File: src/rtl/uart_tx_feeder.sv
// Byte-stream front end for the memory-mapped UART: a 4-deep FIFO feeding a bus-master FSM.
// For each byte the FSM polls status until the transmitter is free, writes Tx data, then triggers.
module uart_tx_feeder #(
  parameter logic [2:0] STATUS_ADDR   = 3'd0,
  parameter logic [2:0] TX_ADDR       = 3'd1,
  parameter logic [2:0] CTRL_ADDR     = 3'd2,
  parameter int         BUSY_BIT      = 0,
  parameter logic [7:0] CTRL_GO       = 8'h01,
  parameter int         STROBE_CYCLES = 2,
  parameter int         POLL_LIMIT    = 255
) (
  input  logic        clock,
  input  logic        reset,
  input  logic        in_valid,
  input  logic [7:0]  in_byte,
  output logic        in_ready,
  output logic        cs,
  output logic        rd,
  output logic        wr,
  output logic [2:0]  addr,
  output logic [7:0]  in_data,
  input  logic [7:0]  out_data,
  output logic        busy,
  output logic [15:0] sent_count,
  output logic        timeout
);

  localparam int SW = (STROBE_CYCLES < 2) ? 1 : $clog2(STROBE_CYCLES + 1);
  localparam int PW = (POLL_LIMIT < 2) ? 1 : $clog2(POLL_LIMIT + 1);

  typedef enum logic [2:0] {
    S_IDLE, S_RD_STATUS, S_CHECK, S_WR_DATA, S_WR_CTRL, S_GAP
  } state_t;

  state_t          state_q, state_d;
  logic [7:0]      fifo_q [4];
  logic [1:0]      wr_ptr_q, wr_ptr_d, rd_ptr_q, rd_ptr_d;
  logic [2:0]      count_q, count_d;
  logic            push, pop;
  logic [7:0]      byte_q, byte_d;
  logic            stat_busy_q, stat_busy_d;
  logic [SW-1:0]   stb_q, stb_d;
  logic [PW-1:0]   poll_q, poll_d;
  logic [15:0]     sent_q, sent_d;
  logic            timeout_q, timeout_d;
  logic            cs_q, cs_d, rd_q, rd_d, wr_q, wr_d;
  logic [2:0]      addr_q, addr_d;
  logic [7:0]      in_data_q, in_data_d;
  logic            busy_q, busy_d, in_ready_q, in_ready_d;
  logic            last_stb;

  // Only the busy flag of the status byte matters; the rest is read and discarded.
  logic            status_unused;
  assign status_unused = ^out_data;

  assign push     = in_valid && in_ready_q;
  assign last_stb = (stb_q == SW'(STROBE_CYCLES - 1));

  always_comb begin
    state_d     = state_q;
    pop         = 1'b0;
    byte_d      = byte_q;
    stat_busy_d = stat_busy_q;
    stb_d       = stb_q;
    poll_d      = poll_q;
    sent_d      = sent_q;
    timeout_d   = timeout_q;
    case (state_q)
      S_IDLE: begin
        if (count_q != 3'd0) begin
          pop     = 1'b1;
          byte_d  = fifo_q[rd_ptr_q];
          poll_d  = '0;
          stb_d   = '0;
          state_d = S_RD_STATUS;
        end
      end
      S_RD_STATUS: begin
        if (last_stb) begin
          stat_busy_d = out_data[BUSY_BIT];
          state_d     = S_CHECK;
        end else begin
          stb_d = stb_q + 1'b1;
        end
      end
      S_CHECK: begin
        stb_d = '0;
        if (!stat_busy_q) begin
          state_d = S_WR_DATA;
        end else if (poll_q == PW'(POLL_LIMIT - 1)) begin
          timeout_d = 1'b1;
          state_d   = S_GAP;
        end else begin
          poll_d  = poll_q + 1'b1;
          state_d = S_RD_STATUS;
        end
      end
      S_WR_DATA: begin
        if (last_stb) begin
          stb_d   = '0;
          state_d = S_WR_CTRL;
        end else begin
          stb_d = stb_q + 1'b1;
        end
      end
      S_WR_CTRL: begin
        if (last_stb) begin
          sent_d  = sent_q + 16'd1;
          state_d = S_GAP;
        end else begin
          stb_d = stb_q + 1'b1;
        end
      end
      S_GAP:   state_d = S_IDLE;
      default: state_d = S_IDLE;
    endcase
  end

  // Bus outputs are registered from the next state so they line up with the state they belong to.
  always_comb begin
    cs_d      = 1'b1;
    rd_d      = 1'b1;
    wr_d      = 1'b1;
    addr_d    = addr_q;
    in_data_d = in_data_q;
    case (state_d)
      S_RD_STATUS:          begin cs_d = 1'b0; rd_d = 1'b0; end
      S_WR_DATA, S_WR_CTRL: begin cs_d = 1'b0; wr_d = 1'b0; end
      default: ;
    endcase
    if (state_d != state_q) begin
      case (state_d)
        S_RD_STATUS: addr_d = STATUS_ADDR;
        S_WR_DATA:   begin addr_d = TX_ADDR;   in_data_d = byte_q;  end
        S_WR_CTRL:   begin addr_d = CTRL_ADDR; in_data_d = CTRL_GO; end
        default: ;
      endcase
    end
  end

  always_comb begin
    wr_ptr_d   = wr_ptr_q + {1'b0, push};
    rd_ptr_d   = rd_ptr_q + {1'b0, pop};
    count_d    = count_q + {2'b00, push} - {2'b00, pop};
    in_ready_d = (count_d != 3'd4);
    busy_d     = (count_d != 3'd0) || (state_d != S_IDLE);
  end

  always_ff @(posedge clock) begin
    if (push) fifo_q[wr_ptr_q] <= in_byte;
  end

  always_ff @(posedge clock) begin
    byte_q      <= byte_d;
    stat_busy_q <= stat_busy_d;
  end

  always_ff @(posedge clock) begin
    if (reset) begin
      state_q    <= S_IDLE;
      wr_ptr_q   <= '0;
      rd_ptr_q   <= '0;
      count_q    <= '0;
      stb_q      <= '0;
      poll_q     <= '0;
      sent_q     <= '0;
      timeout_q  <= 1'b0;
      cs_q       <= 1'b1;
      rd_q       <= 1'b1;
      wr_q       <= 1'b1;
      addr_q     <= '0;
      in_data_q  <= '0;
      busy_q     <= 1'b0;
      in_ready_q <= 1'b1;
    end else begin
      state_q    <= state_d;
      wr_ptr_q   <= wr_ptr_d;
      rd_ptr_q   <= rd_ptr_d;
      count_q    <= count_d;
      stb_q      <= stb_d;
      poll_q     <= poll_d;
      sent_q     <= sent_d;
      timeout_q  <= timeout_d;
      cs_q       <= cs_d;
      rd_q       <= rd_d;
      wr_q       <= wr_d;
      addr_q     <= addr_d;
      in_data_q  <= in_data_d;
      busy_q     <= busy_d;
      in_ready_q <= in_ready_d;
    end
  end

  assign in_ready   = in_ready_q;
  assign cs         = cs_q;
  assign rd         = rd_q;
  assign wr         = wr_q;
  assign addr       = addr_q;
  assign in_data    = in_data_q;
  assign busy       = busy_q;
  assign sent_count = sent_q;
  assign timeout    = timeout_q;

endmodule

File: config.mk
export PLATFORM = sky130hd
export DESIGN_NAME = uart_tx_feeder
export DESIGN_NICKNAME = d
export VERILOG_FILES = /design/src/rtl/uart_tx_feeder.sv
export SDC_FILE = /design/constraint.sdc
export NUM_CORES = 1
export LEC_CHECK = 0
export CAP_MARGIN = 20
export CORE_ASPECT_RATIO = 1.1
export CORE_MARGIN = 1.5
export CORE_UTILIZATION = 58
export DETAILED_ROUTE_END_ITERATION = 7
export GPL_ROUTABILITY_DRIVEN = 0
export PLACE_DENSITY = 0.84
export SETUP_SLACK_MARGIN = 0.2
export SLEW_MARGIN = 25
export SYNTH_ARGS = -nofsm -noshare
export SYNTH_HDL_FRONTEND = slang
export SYNTH_SLANG_ARGS = --single-unit
File: constraint.sdc
create_clock -name clock -period 4 [get_ports clock]
set_input_delay 0.6 -clock clock [delete_from_list [all_inputs] [get_ports clock]]
set_output_delay 0.6 -clock clock [all_outputs]
set_load 0.005 [all_outputs]
[Word-level counts from Yosys, hierarchy flattened]
Memory sizes are Yosys's and may differ from the RTL's. A register that Yosys moved wholly into a read port is not among the register bits.
Cells that the tools add are included.
Storage, ports and cells
  register bits: 54
  bits in writable memories: 32
  input port bits: 19
  output and inout bits: 33
  word-level logic and storage cells: 84
  memories: 1
Memory list
  fifo_q: depth 4, width 8, rd ports 1, clocked after Yosys merged registers in 1, wr ports 1, line 36  | logic [7:0] fifo_q [4];
Cells by class
  add/sub/neg operators: 7
  equal/unequal tests: 15
  multiplexer cells: 24
  reduce and logical (&&, ||, !) cells: 21
Operators by type and width (count)
  8-bit case mux with 2 select lines: 2
  8-bit 2-to-1 mux: 3
  3-bit 2-to-1 mux: 6
  16-bit by 1-bit adder with 16-bit output, second input constant: 1
  3-bit case mux with 5 select lines: 1
  3-bit nonzero test: 4
  2-bit AND reduction: 5
  3-bit by 2-bit == test with 1-bit output, second input constant: 3
  3-bit case mux with 3 select lines: 1
  8-bit by 1-bit adder with 8-bit output, second input constant: 1
  8-bit == test, second input constant: 1
  2-bit inequality test, second input constant: 4
  2-bit case mux with 4 select lines: 1
  1-bit 2-to-1 mux: 7
  3-bit by 1-bit == test with 1-bit output, second input constant: 2
  3-bit == test, second input constant: 2
  2-bit 2-to-1 mux: 3
  3-bit AND reduction: 2
  2-bit by 1-bit adder with 2-bit output: 2
  4-bit AND reduction: 1
  2-bit nonzero test: 2
  4-bit nonzero test: 1
  2-bit OR reduction: 2
  3-bit by 1-bit adder with 3-bit output: 1
  9 further kinds: 9

[Logic depth before layout (Yosys ltp)]
  depth after elaboration: 7
  gate-level depth with buffers: 13
  depth with buffers taken out: 12

[Worst setup path after synthesis]
OpenSTA, ideal clock, no wires.
  path kind: reg-to-reg
  start: register count_q[1]
  end: register in_ready_q (netlist: in_ready)
  library setup time: 117 ps
  arrival time: 2402 ps
  data required time: 3883 ps
  slack: 1481 ps
  stages on the path, launching flop included: 13
  path buffers: 0
  period minus slack after synthesis: 2519 ps
  cells stage by stage: dfxtp_1 > or3_1 > nand2_1 > inv_1 > ha_1 > inv_1 > ha_1 > inv_1 > fa_1 > xor2_1 > xnor2_1 > nor2_1 > nand2_1
On the way
  longest elaborated chain between the ends: 5
  elaborated cells between the ends (all ways): 6
  those cells by class: add/sub (2); eq/ne (1); mux (2); reduce/logical (1)
RTL lines
  start, declared: line 38  | logic [2:0] count_q, count_d;
  start signal, assigned: line 179  | count_q <= count_d;
  3-bit nonzero test: line 70  | if (count_q != 3'd0) begin
  1-bit 2-to-1 mux: line 70
  1-bit 2-to-1 mux: line 68  | case (state_q)
  via pop: line 39  | logic push, pop;
  3-bit by 1-bit subtractor with 3-bit output: line 144  | count_d = count_q + {2'b00, push} - {2'b00, pop};
  3-bit inequality test: line 145  | in_ready_d = (count_d != 3'd4);
  end signal, assigned: line 190  | in_ready_q <= in_ready_d;
  end, declared: line 49  | logic busy_q, busy_d, in_ready_q, in_ready_d;
The timed path passes the listed nets, and every way through them passes these cells.
A chain may end at the register's enable or synchronous reset.

[Worst setup path in the final report]
  start: register state_q[2]
  end: register in_ready_q (netlist: in_ready)
On the way
  longest elaborated chain between the ends: 4
RTL lines
  start, declared: line 35  | state_t state_q, state_d;
  start signal, assigned: line 176  | state_q <= state_d;
  3-bit logical NOT: line 68
  1-bit 2-to-1 mux: line 68
  via pop: line 39
  3-bit by 1-bit subtractor with 3-bit output: line 144
  3-bit inequality test: line 145
The timed path passes the listed nets, and every way through them passes these cells.

==> flow_summary.json <==
{
  "status": "completed",
  "io_buffers": 43,
  "busiest_layer": "met2",
  "comb_power_share_pct": 23.0,
  "multi_input_area_um2": 1400,
  "area_growth_pct": 18.0,
  "core-area_um2": 6270,
  "cts_hold_buf": 0,
  "crit_path_max_fanout": 20,
  "path_class": "reg2reg",
  "fillers": 444,
  "relSlewSlack_pct": 58.0,
  "seq_area_um2": 2270,
  "ys.warnings.count": 0,
  "async_reset_ff_share_pct": 0,
  "worst_pin_slew_ns": 0.626,
  "synth_top_cell_area_share_pct": 32.4,
  "rows": 30,
  "clk_latency_ns": 0.36,
  "maxCapViolations": 0,
  "post_cts.repair.setup_buffers": 0,
  "ios": 52,
  "route.detailed.drc": 0,
  "vias_per_cell": 5.49,
  "switching_share_pct": 31.0,
  "synth-edff-count": 41,
  "critPathCaptureType": "register",
  "antenna_found_initial": 0,
  "grt_start_max_net_pins": 44,
  "wire_per_inst_um": 14.4,
  "p_int_w": 0.00167,
  "cts_tree": "yes",
  "root_buffer": "clkbuf_8",
  "synthesis.area_um2": 3800,
  "ir_worst_vdd_v": 0.000442,
  "final_cell_area_um2": 4480,
  "drive_gt1_share_pct": 9.76,
  "fin_crit_ns": 2.94,
  "drt_first_pass_iters": 4,
  "grt_overflow_total": 0,
  "final_cell_mix": "nor2_1, dfxtp_1, clkdlybuf4s50_1, edfxtp_1, nand2_1",
  "h-tree-depth": 3,
  "drt-initial-drc-count": 120,
  "leakage_nw": 1.56,
  "start_util_pct": 60.6,
  "wl_um": 6460,
  "finalNonFillerCells": 449,
  "p_sw_w": 0.000751,
  "path_clk_slew_ns": 0.10,
  "die_w_um": 80.2,
  "use_met2_pct": 35.1,
  "p_per_area_nw_per_um2": 541,
  "yosys-top-cells-area": "edfxtp_1, dfxtp_1, nor2_1",
  "timing.fmax_mhz": 341,
  "syn_inst": 322,
  "ys_ff_latch": 93,
  "pwr-share-clk_pct": 25.0,
  "crit_arrival_ns": 3.19,
  "sequentialPowerShare_pct": 51.9,
  "cts_resized": 0,
  "syn-num-nets": 351,
  "cts_sinks": 93,
  "startpoint_type": "register",
  "fin_skew_ns": 0.0112,
  "cts_max_path_buffers": 2,
  "slew_viol_final": 0,
  "num_vias": 2463,
  "dp_slack_ns": 1.11,
  "grt_pass1_vias": 2386,
  "dpl_cell_area_um2": 4290,
  "placed_cells": 433,
  "hold_viol_final": 0,
  "fin_nets": 393,
  "setup-violations-final": 0,
  "grt_setup_unrepaired": "no",
  "ant_nets": 0,
  "synthFlopType": "dfxtp_1",
  "setup_tns_ns": 0,
  "worstPathRequired_ns": 4.26,
  "grtUsageTotal_pct": 20.9,
  "grt_pass1_wl_um": 11100,
  "place.detailed.hpwl_um": 4590,
  "diodes": 0,
  "worst_slack_ns": 1.06,
  "fp.dieH_um": 87.9,
  "syn_area_per_cell_um2": 11.8,
  "hp-class": "reg2reg",
  "synth.distinct_cells": 49,
  "ys_seq_area_share_pct": 59.8,
  "grt_util_met1_pct": 26.5,
  "numCtsBuffers": 9,
  "met3_usage_pct": 5.42,
  "synth_largest_area_cell": "edfxtp_1",
  "period_share_pct": 73.4,
  "die_area_um2": 7050
}
## state kept, by name, indices dropped and copies added (netlist names), 3 cells and up
signal and count:
byte_q 8, count_q 3, fifo_q 32, in_data 8
poll_q 8, sent_count 16, state_q 3
## power groups by stage
stage                     clock [W]  combinational, W  sequential [W]
final                      0.000607          0.000559         0.00126
after global placement            0          0.000544         0.00127
after detailed placement          0          0.000556         0.00128
after floorplan                   0          0.000440         0.00123
after CTS                  0.000619          0.000565         0.00126
after global routing       0.000662          0.000641         0.00128
## cells by family after synthesis
kind of cell	share of synthesized area, %
AND/OR/NAND/NOR	15.7
flip-flops	59.8
AO/OA/AOI/OAI	7.08
buffers and inverters	3.29
XOR/XNOR	5.53
adder cells (fa/ha/maj)	3.49
multiplexers	5.00
other	0.0987
## Yosys cell counts, drive strengths merged (2+ instances only)
library cell	n
dfxtp	52
nor2	52
edfxtp	41
nand2	14
inv	13
xor2	13
xnor2	11
clkbuf	10
ha	9
nand3	9
o21ai	9
mux4	8
nand4	8
a21oi	7
a22oi	7
buf	6
nor2b	6
nor3	6
or3	6
a211oi	4
nand2b	3
nor3b	3
nor4	3
a21o	2
and3	2
and4	2
## critical path: stages (launching register included)
cell and delay, ns:
dfxtp_1 0.48, nor3_1 0.32, nand2_1 0.25, inv_1 0.38, ha_1 0.31, inv_1 0.06
ha_1 0.15, inv_1 0.06, fa_1 0.37, xor2_1 0.16, xnor2_1 0.14, nor2_1 0.11
nand2_1 0.06
## area by class of cell
type	count	share of cell area (%)
clock buffers	9	2.76
flip-flops and latches	93	50.7
multi-input cells	200	31.3
inverters	13	1.09
clock inverters	7	1.67
repair buffers	47	10.3
well taps	80	2.23
## routing by layer
metal,up-vias,routed length [um]
li1,1235,-
met1,1167,2920
met2,54,3240
met5,-,0
met3,7,242
met4,0,51
## metrics by stage
| stage | util (%) | total power [W] | hold WS [ns] |
|---|---|---|---|
| final | 71.5 | 0.00243 | 0.463 |
| after global routing | 71.5 | 0.00258 | 0.498 |
| after CTS | 71.5 | 0.00245 | 0.471 |
| after detailed placement | 68.4 | 0.00184 | 0.457 |
| after global placement | 68.4 | 0.00182 | 0.448 |
| after floorplan | - | 0.00167 | 0.440 |
## final timing paths
kind | cells after the start | end | slack (ns) | start
setup reg to reg | 12 | in_ready | 1.06 | state_q[2]
hold reg to reg | 2 | in_data[0] | 0.46 | in_data[0]
hold / removal | 2 | in_data[0] | 0.46 | in_data[0]
setup / recovery | 12 | in_ready | 1.06 | state_q[2]
Note: power is estimated with default switching activity, not from simulation.
